File: src/rtl/io_port_pkg.sv
// io_port_pkg: shared register offsets and read-mux helpers for the I/O port bank
package io_port_pkg;
    localparam int OFS_W = 2;
    localparam logic [OFS_W-1:0] REG_DDR  = 2'd0;
    localparam logic [OFS_W-1:0] REG_DATA = 2'd1;
    localparam logic [OFS_W-1:0] REG_SET  = 2'd2;
    localparam logic [OFS_W-1:0] REG_CLR  = 2'd3;

    // Fill bit replicated across the read bus for addresses beyond the bank
    function automatic logic unmapped_fill();
        return 1'b1;
    endfunction
endpackage

File: src/rtl/io_port_bank_if.sv
// io_port_bank_if: CPU system-bus side of the I/O port bank
interface io_port_bank_if #(
    parameter int AW     = 3,
    parameter int DATA_W = 8
);
    logic              ready;
    logic              cs;
    logic [AW-1:0]     addr;
    logic              bus_write;
    logic [DATA_W-1:0] data_i;
    logic [DATA_W-1:0] data_o;

    modport master (output ready, cs, addr, bus_write, data_i, input data_o);
    modport slave  (input ready, cs, addr, bus_write, data_i, output data_o);
endinterface

File: src/rtl/io_port_fade_bit.sv
// io_port_fade_bit: holds the last written value on an undriven pin for FADE_CYCLES clocks, then reads 0
module io_port_fade_bit
    import io_port_pkg::*;
#(
    parameter int FADE_CYCLES = 1024
) (
    input  logic clk,
    input  logic reset,
    input  logic ddr,
    input  logic value,
    output logic in_eff
);
    localparam int CW = $clog2(FADE_CYCLES + 1);

    logic [CW-1:0] cnt;

    always_ff @(posedge clk)
        if (reset) cnt <= CW'(FADE_CYCLES);
        else       cnt <= ddr ? CW'(FADE_CYCLES) : cnt - CW'(cnt != '0);

    assign in_eff = value & (cnt != '0);
endmodule

File: src/rtl/io_port_bank.sv
// io_port_bank: NUM_PORTS DDR/DATA I/O ports with SET/CLR aliases and synchronised pins.
// Define IO_PORT_FADE_EN to let FADE_MASK bits hold their written value for FADE_CYCLES once undriven.
module io_port_bank
    import io_port_pkg::*;
#(
    parameter int                NUM_PORTS   = 2,
    parameter int                DATA_W      = 8,
    parameter logic [DATA_W-1:0] RESET_DDR   = 'hFF,
    parameter logic [DATA_W-1:0] RESET_VALUE = 'h3F,
    parameter logic [DATA_W-1:0] FADE_MASK   = 'hC0,
    parameter int                FADE_CYCLES = 1024
) (
    input  logic                        clk,
    input  logic                        reset,
    io_port_bank_if.slave               bus,
    input  logic [NUM_PORTS*DATA_W-1:0] pins_i,
    output logic [NUM_PORTS*DATA_W-1:0] ddr_o,
    output logic [NUM_PORTS*DATA_W-1:0] value_o,
    output logic [NUM_PORTS*DATA_W-1:0] drive_o
);
    localparam int W = NUM_PORTS * DATA_W;
`ifdef IO_PORT_FADE_EN
    localparam bit FADE_ON = 1'b1;
`else
    localparam bit FADE_ON = 1'b0;
`endif

    logic [W-1:0]         sync1, in_sync, in_eff;
    logic [NUM_PORTS-1:0] hit;
    logic [DATA_W-1:0]    rd_port [NUM_PORTS];
    logic [DATA_W-1:0]    rd_mux;
    logic                 access, wr, mapped;
    logic [OFS_W-1:0]     ofs;

    assign access = bus.cs & bus.ready;
    assign wr     = access & bus.bus_write;
    assign ofs    = bus.addr[OFS_W-1:0];
    assign mapped = int'(bus.addr) < 4 * NUM_PORTS;

    always_ff @(posedge clk)
        if (reset) begin
            sync1   <= '0;
            in_sync <= '0;
        end else begin
            sync1   <= pins_i;
            in_sync <= sync1;
        end

    for (genvar p = 0; p < NUM_PORTS; p++) begin : g_port
        logic [DATA_W-1:0] ddr, value, pin_rd;
        assign hit[p]     = mapped && int'(bus.addr >> OFS_W) == p;
        assign pin_rd     = (value & ddr) | (in_eff[p*DATA_W +: DATA_W] & ~ddr);
        assign rd_port[p] = ofs == REG_DDR ? ddr : pin_rd;
        assign ddr_o[p*DATA_W +: DATA_W]   = ddr;
        assign value_o[p*DATA_W +: DATA_W] = value;
        always_ff @(posedge clk)
            if (reset) begin
                ddr   <= RESET_DDR;
                value <= RESET_VALUE;
            end else if (wr && hit[p]) begin
                ddr   <= ofs == REG_DDR ? bus.data_i : ddr;
                value <= ofs == REG_DATA ? bus.data_i :
                         ofs == REG_SET  ? value | bus.data_i :
                         ofs == REG_CLR  ? value & ~bus.data_i : value;
            end
        for (genvar b = 0; b < DATA_W; b++) begin : g_bit
            if (FADE_ON && FADE_MASK[b]) begin : g_fade
                io_port_fade_bit #(.FADE_CYCLES(FADE_CYCLES)) u_fade (
                    .clk    (clk),
                    .reset  (reset),
                    .ddr    (ddr[b]),
                    .value  (value[b]),
                    .in_eff (in_eff[p*DATA_W+b])
                );
            end else begin : g_sync
                assign in_eff[p*DATA_W+b] = in_sync[p*DATA_W+b];
            end
        end
    end

    assign drive_o = value_o & ddr_o;

    always_comb begin
        rd_mux = {DATA_W{unmapped_fill()}};
        for (int p = 0; p < NUM_PORTS; p++)
            rd_mux = hit[p] ? rd_port[p] : rd_mux;
    end

    always_ff @(posedge clk)
        if (reset)                          bus.data_o <= '0;
        else if (access && !bus.bus_write)  bus.data_o <= rd_mux;
endmodule

File: src/flat_wrapper.sv
// flat-port wrapper written by rule: the top's interface ports become plain ports
module io_port_bank_flat import io_port_pkg::*;
#(
    parameter int                NUM_PORTS   = 2,
    parameter int                DATA_W      = 8,
    parameter logic [DATA_W-1:0] RESET_DDR   = 'hFF,
    parameter logic [DATA_W-1:0] RESET_VALUE = 'h3F,
    parameter logic [DATA_W-1:0] FADE_MASK   = 'hC0,
    parameter int                FADE_CYCLES = 1024
)
  (clk, reset, pins_i, ddr_o, value_o, drive_o, bus_ready, bus_cs, bus_addr, bus_bus_write, bus_data_i, bus_data_o);
  io_port_bank_if #(.AW(3), .DATA_W(DATA_W)) bus_i ();
  input  logic clk;
  input  logic reset;
  input  logic [NUM_PORTS*DATA_W-1:0] pins_i;
  output logic [NUM_PORTS*DATA_W-1:0] ddr_o;
  output logic [NUM_PORTS*DATA_W-1:0] value_o;
  output logic [NUM_PORTS*DATA_W-1:0] drive_o;
  input wire logic [$bits(bus_i.ready)-1:0] bus_ready;
  input wire logic [$bits(bus_i.cs)-1:0] bus_cs;
  input wire logic [$bits(bus_i.addr)-1:0] bus_addr;
  input wire logic [$bits(bus_i.bus_write)-1:0] bus_bus_write;
  input wire logic [$bits(bus_i.data_i)-1:0] bus_data_i;
  output wire logic [$bits(bus_i.data_o)-1:0] bus_data_o;
  assign bus_i.ready = bus_ready;
  assign bus_i.cs = bus_cs;
  assign bus_i.addr = bus_addr;
  assign bus_i.bus_write = bus_bus_write;
  assign bus_i.data_i = bus_data_i;
  assign bus_data_o = bus_i.data_o;
  io_port_bank #(.NUM_PORTS(NUM_PORTS), .DATA_W(DATA_W), .RESET_DDR(RESET_DDR), .RESET_VALUE(RESET_VALUE), .FADE_MASK(FADE_MASK), .FADE_CYCLES(FADE_CYCLES)) u_core (.clk(clk), .reset(reset), .bus(bus_i), .pins_i(pins_i), .ddr_o(ddr_o), .value_o(value_o), .drive_o(drive_o));
endmodule
File: config.mk
export PLATFORM = sky130hd
export DESIGN_NAME = io_port_bank_flat
export DESIGN_NICKNAME = d
export VERILOG_FILES = /design/src/rtl/io_port_pkg.sv /design/src/rtl/io_port_bank_if.sv /design/src/rtl/io_port_fade_bit.sv /design/src/rtl/io_port_bank.sv /design/src/flat_wrapper.sv
export SDC_FILE = /design/constraint.sdc
export NUM_CORES = 1
export LEC_CHECK = 0
export ABC_AREA = 1
export BUFFER_PORTS_ARGS = -buffer_cell sky130_fd_sc_hd__buf_2
export CORE_ASPECT_RATIO = 0.8
export CORE_MARGIN = 1
export CORE_UTILIZATION = 40
export DETAILED_ROUTE_END_ITERATION = 10
export GPL_TIMING_DRIVEN = 0
export PLACE_DENSITY_LB_ADDON = 0.25
export SLEW_MARGIN = 10
export SYNTH_ARGS = -nofsm -noshare
export SYNTH_HDL_FRONTEND = slang
export SYNTH_SLANG_ARGS = --single-unit
File: constraint.sdc
create_clock -name clk -period 1.09 [get_ports clk]
set_input_delay 0 -clock clk [delete_from_list [all_inputs] [get_ports clk]]
set_output_delay 0 -clock clk [all_outputs]
set_load 0.1 [all_outputs]
; ---- Yosys cells after proc, flatten, opt, wreduce, memory -nomap -nowiden
; Index checks and enable logic that the tools add are counted.
[op_classes]
eq_ne = 3
mux = 10
bitwise_logic = 16
reduce_logical = 11
[ops]
columns = operator, n
row1 = $mux W8, 10
row2 = $and A8 B8 Y8, 6
row3 = $logic_not A32 Y1, 1
row4 = $or A8 B8 Y8, 4
row5 = $not A8 Y8, 3
row6 = $and A16 B16 Y16, 1
row7 = $reduce_and A2 Y1, 4
row8 = $eq A2 B2 Y1 const B, 2
row9 = $logic_and A1 B1 Y1, 3
row10 = $reduce_bool A3 Y1, 1
row11 = $and A1 B1 Y1, 2
row12 = $eq A2 B1 Y1 const B, 1
row13 = $logic_not A2 Y1, 1
row14 = $logic_not A1 Y1, 1
[totals]
ff_bits = 72
inputBits = 32
output_inout_bits = 56
word_cells = 47

; ---- Logic depth before layout (Yosys ltp)
[depth]
ltp_word = 6
depth_mapped = 7
ltp_nobuf = 6

; ---- Least setup slack after synthesis
; OpenSTA, ideal clock, no wires.
[synth_timing]
path_type = flip-flop to output port
start = reg u_core.g_port[1].ddr[2]
end = out drive_o[10]
arrival_ns = 1.764
required_time_ns = 1.090
setup_slack_ns = -0.674
path_stages_with_launch = 3
path_buffers = 0
cell_sequence = dfxtp_1 nand2_1 inv_1
[synth_via]
elab_chain_cells = 1
[synth_rtl]
columns = item, line_no
row1 = "start, declared", io_port_bank.sv:50  ; logic [DATA_W-1:0] ddr, value, pin_rd;
row2 = "start signal, assigned", io_port_bank.sv:61  ; ddr <= ofs == REG_DDR ? bus.data_i : ddr;
row3 = $and A16 B16 Y16, io_port_bank.sv:81  ; assign drive_o = value_o & ddr_o;
row4 = "end, declared", flat_wrapper.sv:18  ; output logic [NUM_PORTS*DATA_W-1:0] drive_o;
; No other way between the ends.

; ---- Final worst setup path
[layout_timing]
start = reg u_core.g_port[1].ddr[0]
end = out drive_o[8]
; The elaborated chain is that of the path after synthesis.

==> results.txt <==
----------------------------------------------------
[STA]
  Time the final worst path needs with I/O delays and setup ... 1.07 ns
  Final worst setup slack ... 0.0226 ns
  Final setup TNS ... 0 ns
  Worst Max-Slew Pin Slew ... 0.634 ns
  Maximum operating frequency ... 0.937 GHz
  Hold violation total from the final report ... 0
  Worst slew slack as a fraction of its limit ... 0.577
  Final cycle utilization of the critical path ... 0.979
  RSZ-0062 raised after global routing ... true
  Count of final setup violators ... 0
  Slew Viols, Final ... 0
  Final setup skew ... 0.00803 ns

[Clocking]
  Clock-pin slew on the worst setup and hold paths ... 0.08 ns
  Clock tree from TritonCTS ... done
  Buffer levels on the longest clock path ... 2
  Worst-Skew Late Latency ... 0.34 ns
  CTS H-Tree Depth ... 3
  Root buffer cell ... clkbuf_8
  Clock buffer count from CTS ... 9
  Clk sinks ... 72

[Detailed routing]
  Wirelength, routed ... 9160 microns
  Number of violations reported at the end of detailed-routing iteration 0 ... 188
  Routed WL per cell ... 14.1 microns
  DRC violation count after routing ... 0
  Ratio of routed vias to standard cells ... 4.88
  Total via count in the routed design ... 3169
  Detailed Routing Iterations Pass 1 ... 5
  Post-route ant nets ... 0

[Min path]
  Type of the worst min-delay path ... primary input to register
  Depth of the worst hold-timing path ... 3
  Endpoint, Worst Hold ... u_core.g_port[1].ddr[5]
  Hold Crit Start ... bus_data_i[5]

[Die]
  Chip Width ... 99.6 microns
  Core area ... 7390 sq um
  Total die area ... 7970 sq um
  Initial Utilization ... 0.412
  Std-Cell Rows ... 28
  Die height ... 80.1 microns
  Total I/O pin count ... 88

[Setup path]
  Critical Path Start Type ... register
  Worst setup path class ... register to output port
  Minimum setup slack among reg-to-reg paths ... 0.12 ns
  Endpoint kind of the worst setup timing path ... output port
  Startpoint of the worst-slack reg-to-reg timing path ... u_core.g_port[0].ddr[0]
  Worst R2R Path Depth ... 6
  Worst R2R End ... u_core.bus.data_o[0]
  Signal arrival time at the worst endpoint ... 1.07 ns
  Highest fanout seen on the critical path ... 5
  Required time of the critical path ... 1.09 ns

[Power and ir drop]
  Switching part of the total power ... 0.293
  Part of the total power dissipated in the clock network ... 0.378
  Total power per unit cell area ... 1280 nW/um^2
  Sequential cell fraction of total power ... 0.445
  Internal Dissipation ... 4.31 mW
  Proportion of power drawn by combinational gates ... 0.177
  Worst IR Drop VDD ... 0.000745 V
  Overall Power ... 6.10 mW
  P_sw ... 1.79 mW
  Static leakage ... 2.31 nW

[Synthesis]
  Share of the synthesized area in the top cell type ... 0.473
  Cell accounting for the most synthesized area ... dfxtp_1
  Cells after Synth ... 414
  Fraction of the yosys area taken by sequential cells ... 0.473
  Total of flip-flops plus latches after synthesis ... 72
  Count of yosys warnings during synthesis ... 0
  Cell area after synthesis ... 3050 sq um
  Post-synthesis area per instance ... 7.36 sq um
  Syn_nets ... 446
  Number of distinct library cell variants in the gate-level netlist after synthesis ... 20
  Leading post-synthesis cells by cell area ... dfxtp_1, nand3_1, inv_1

[Layout]
  Non-filler cells, final ... 650
  Layout-stage area growth over the synthesis result ... 56.5%
  Share of post-route cells with drive strength above 1 ... 0.378
  Final Net Count ... 572
  Filler cells ... 603
  Number of antenna diodes ... 0
  Area occupied by registers ... 1570 sq um
  Area of the multi-input gates ... 1320 sq um

[Placed design]
  I/O Buffers ... 85
  GPL Wtd Cong ... 0.826
  Pre-CTS setup slack ... -0.128 ns
  Placed Cells incl. Taps ... 604
  Post-DP HPWL ... 6230 microns

[Global routing]
  Congestion Overflow GR ... 0
  Via count of the first global-routing pass ... 2792
  Met1 capacity usage during global routing ... 0.322
  Antenna violations before repair ... 0
  Met3 Resource Use GR ... 0.0592
  Global-route wire length before repair ... 14300 microns
  Most Used Layer, Global Route ... met2
  GRT Util Overall ... 0.241
  Global routing usage on met2 ... 0.387
  Maximum number of pins on one net before global-route repair ... 13

[Job]
  Max cap viols ... 0

[Outcome]
  Run status ... finished, final reports clean

----------------------------------------------------
==> synth_stat cells <==
cell,instances
a21oi_1,20
buf_1,3
buf_2,5
buf_4,5
buf_6,2
clkbuf_1,3
clkinv_1,1
dfxtp_1,72
inv_1,76
inv_4,1
nand2_1,70
nand2_4,2
nand3_1,58
nand3_2,1
nor2_1,47
nor2_2,1
nor2_4,3
o211ai_1,8
o211ai_2,8
o21ai_0,28
==> critical path: stages (launching register included) <==
cell and delay [ns]:
dfxtp_4 0.38, nand2_4 0.08, clkinvlp_4 0.09, buf_12 0.17
==> cell type report <==
type,instances,share of cell area
plain buffers,18,0.0226
well taps,105,0.0276
clock buffers,12,0.0370
clock inverters,4,0.0102
repair buffers,115,0.221
multi-input cells,246,0.277
flip-flops and latches,72,0.330
inverters,78,0.0745
==> worst max path at each step <==
stage / from / endpoint / cells past startpoint
floorplan: u_core.g_port[1].ddr[2] / u_core.bus.data_o[2] / 4
global placement: reset / u_core.g_port[0].ddr[5] / 4
detailed placement: bus_addr[1] / register / 7
CTS: u_core.g_port[1].ddr[3] / drive_o[11] / 3
global route: u_core.g_port[1].ddr[3] / drive_o[11] / 3
finish: u_core.g_port[1].ddr[0] / drive_o[8] / 3
==> layer usage <==
| metal | up-vias | wire length (microns) | part of all wire |
|---|---|---|---|
| met4 | 0 | 113 | 0.012 |
| met3 | 13 | 603 | 0.066 |
| met2 | 143 | 4300 | 0.47 |
| met1 | 1443 | 4150 | 0.45 |
| met5 | - | 0 | 0 |
| li1 | 1570 | - | - |
==> placed cells by master (no fill, tap or decap), types with 2 or more instances in the layout <==
master	n
buf_4	50
nor2_1	47
o21ai_0	28
nand2_1	54
buf_12	16
dlygate4sd3_1	25
clkinv_2	2
buf_1	3
nor2_4	3
clkinvlp_4	16
nand2_4	18
dfxtp_1	32
o211ai_2	8
buf_2	34
a21oi_1	20
nand3_1	58
o211ai_1	8
dfxtp_4	32
dfxtp_2	8
clkbuf_8	11
inv_1	60
buf_6	2
clkbuf_1	3
==> repair_timing <==
action,4_1_cts,5_1_grt
hold endpoints to repair,33,0
endpoints found under the setup margin,56,16
pin swaps,0,3
hold buffers,25,0
setup buffers,0,5
resized for setup,95,41
==> power groups by stage <==
stage / clock network, mW / registers (mW) / logic (mW)
detailed placement: 0 / 2.76 / 0.902
floorplan: 0 / 3.01 / 0.436
global placement: 0 / 2.76 / 0.889
CTS: 2.33 / 2.71 / 1.03
finish: 2.31 / 2.71 / 1.08
global route: 2.45 / 2.72 / 1.15
==> cell families (layout without fill, tap and decap cells) <==
kind of cell / Yosys count / count (layout) / share of synthesized area
AOI/OAI and AO/OA: 64 / 64 / 0.131
buffers and inverters: 96 / 227 / 0.132
DFF: 72 / 72 / 0.473
and+or+nand+nor: 182 / 182 / 0.263
==> stage by stage <==
step | cell area [sq um] | utilization | hold slack (ns)
floorplan | 3240 | - | 0.107
global placement | 3790 | 0.513 | 0.200
detailed placement | 3790 | 0.513 | 0.205
CTS | 4540 | 0.614 | 0.000142
global route | 4770 | 0.645 | 0.00771
finish | 4770 | 0.645 | 0.00721
Note: power is estimated with default switching activity, not from simulation.
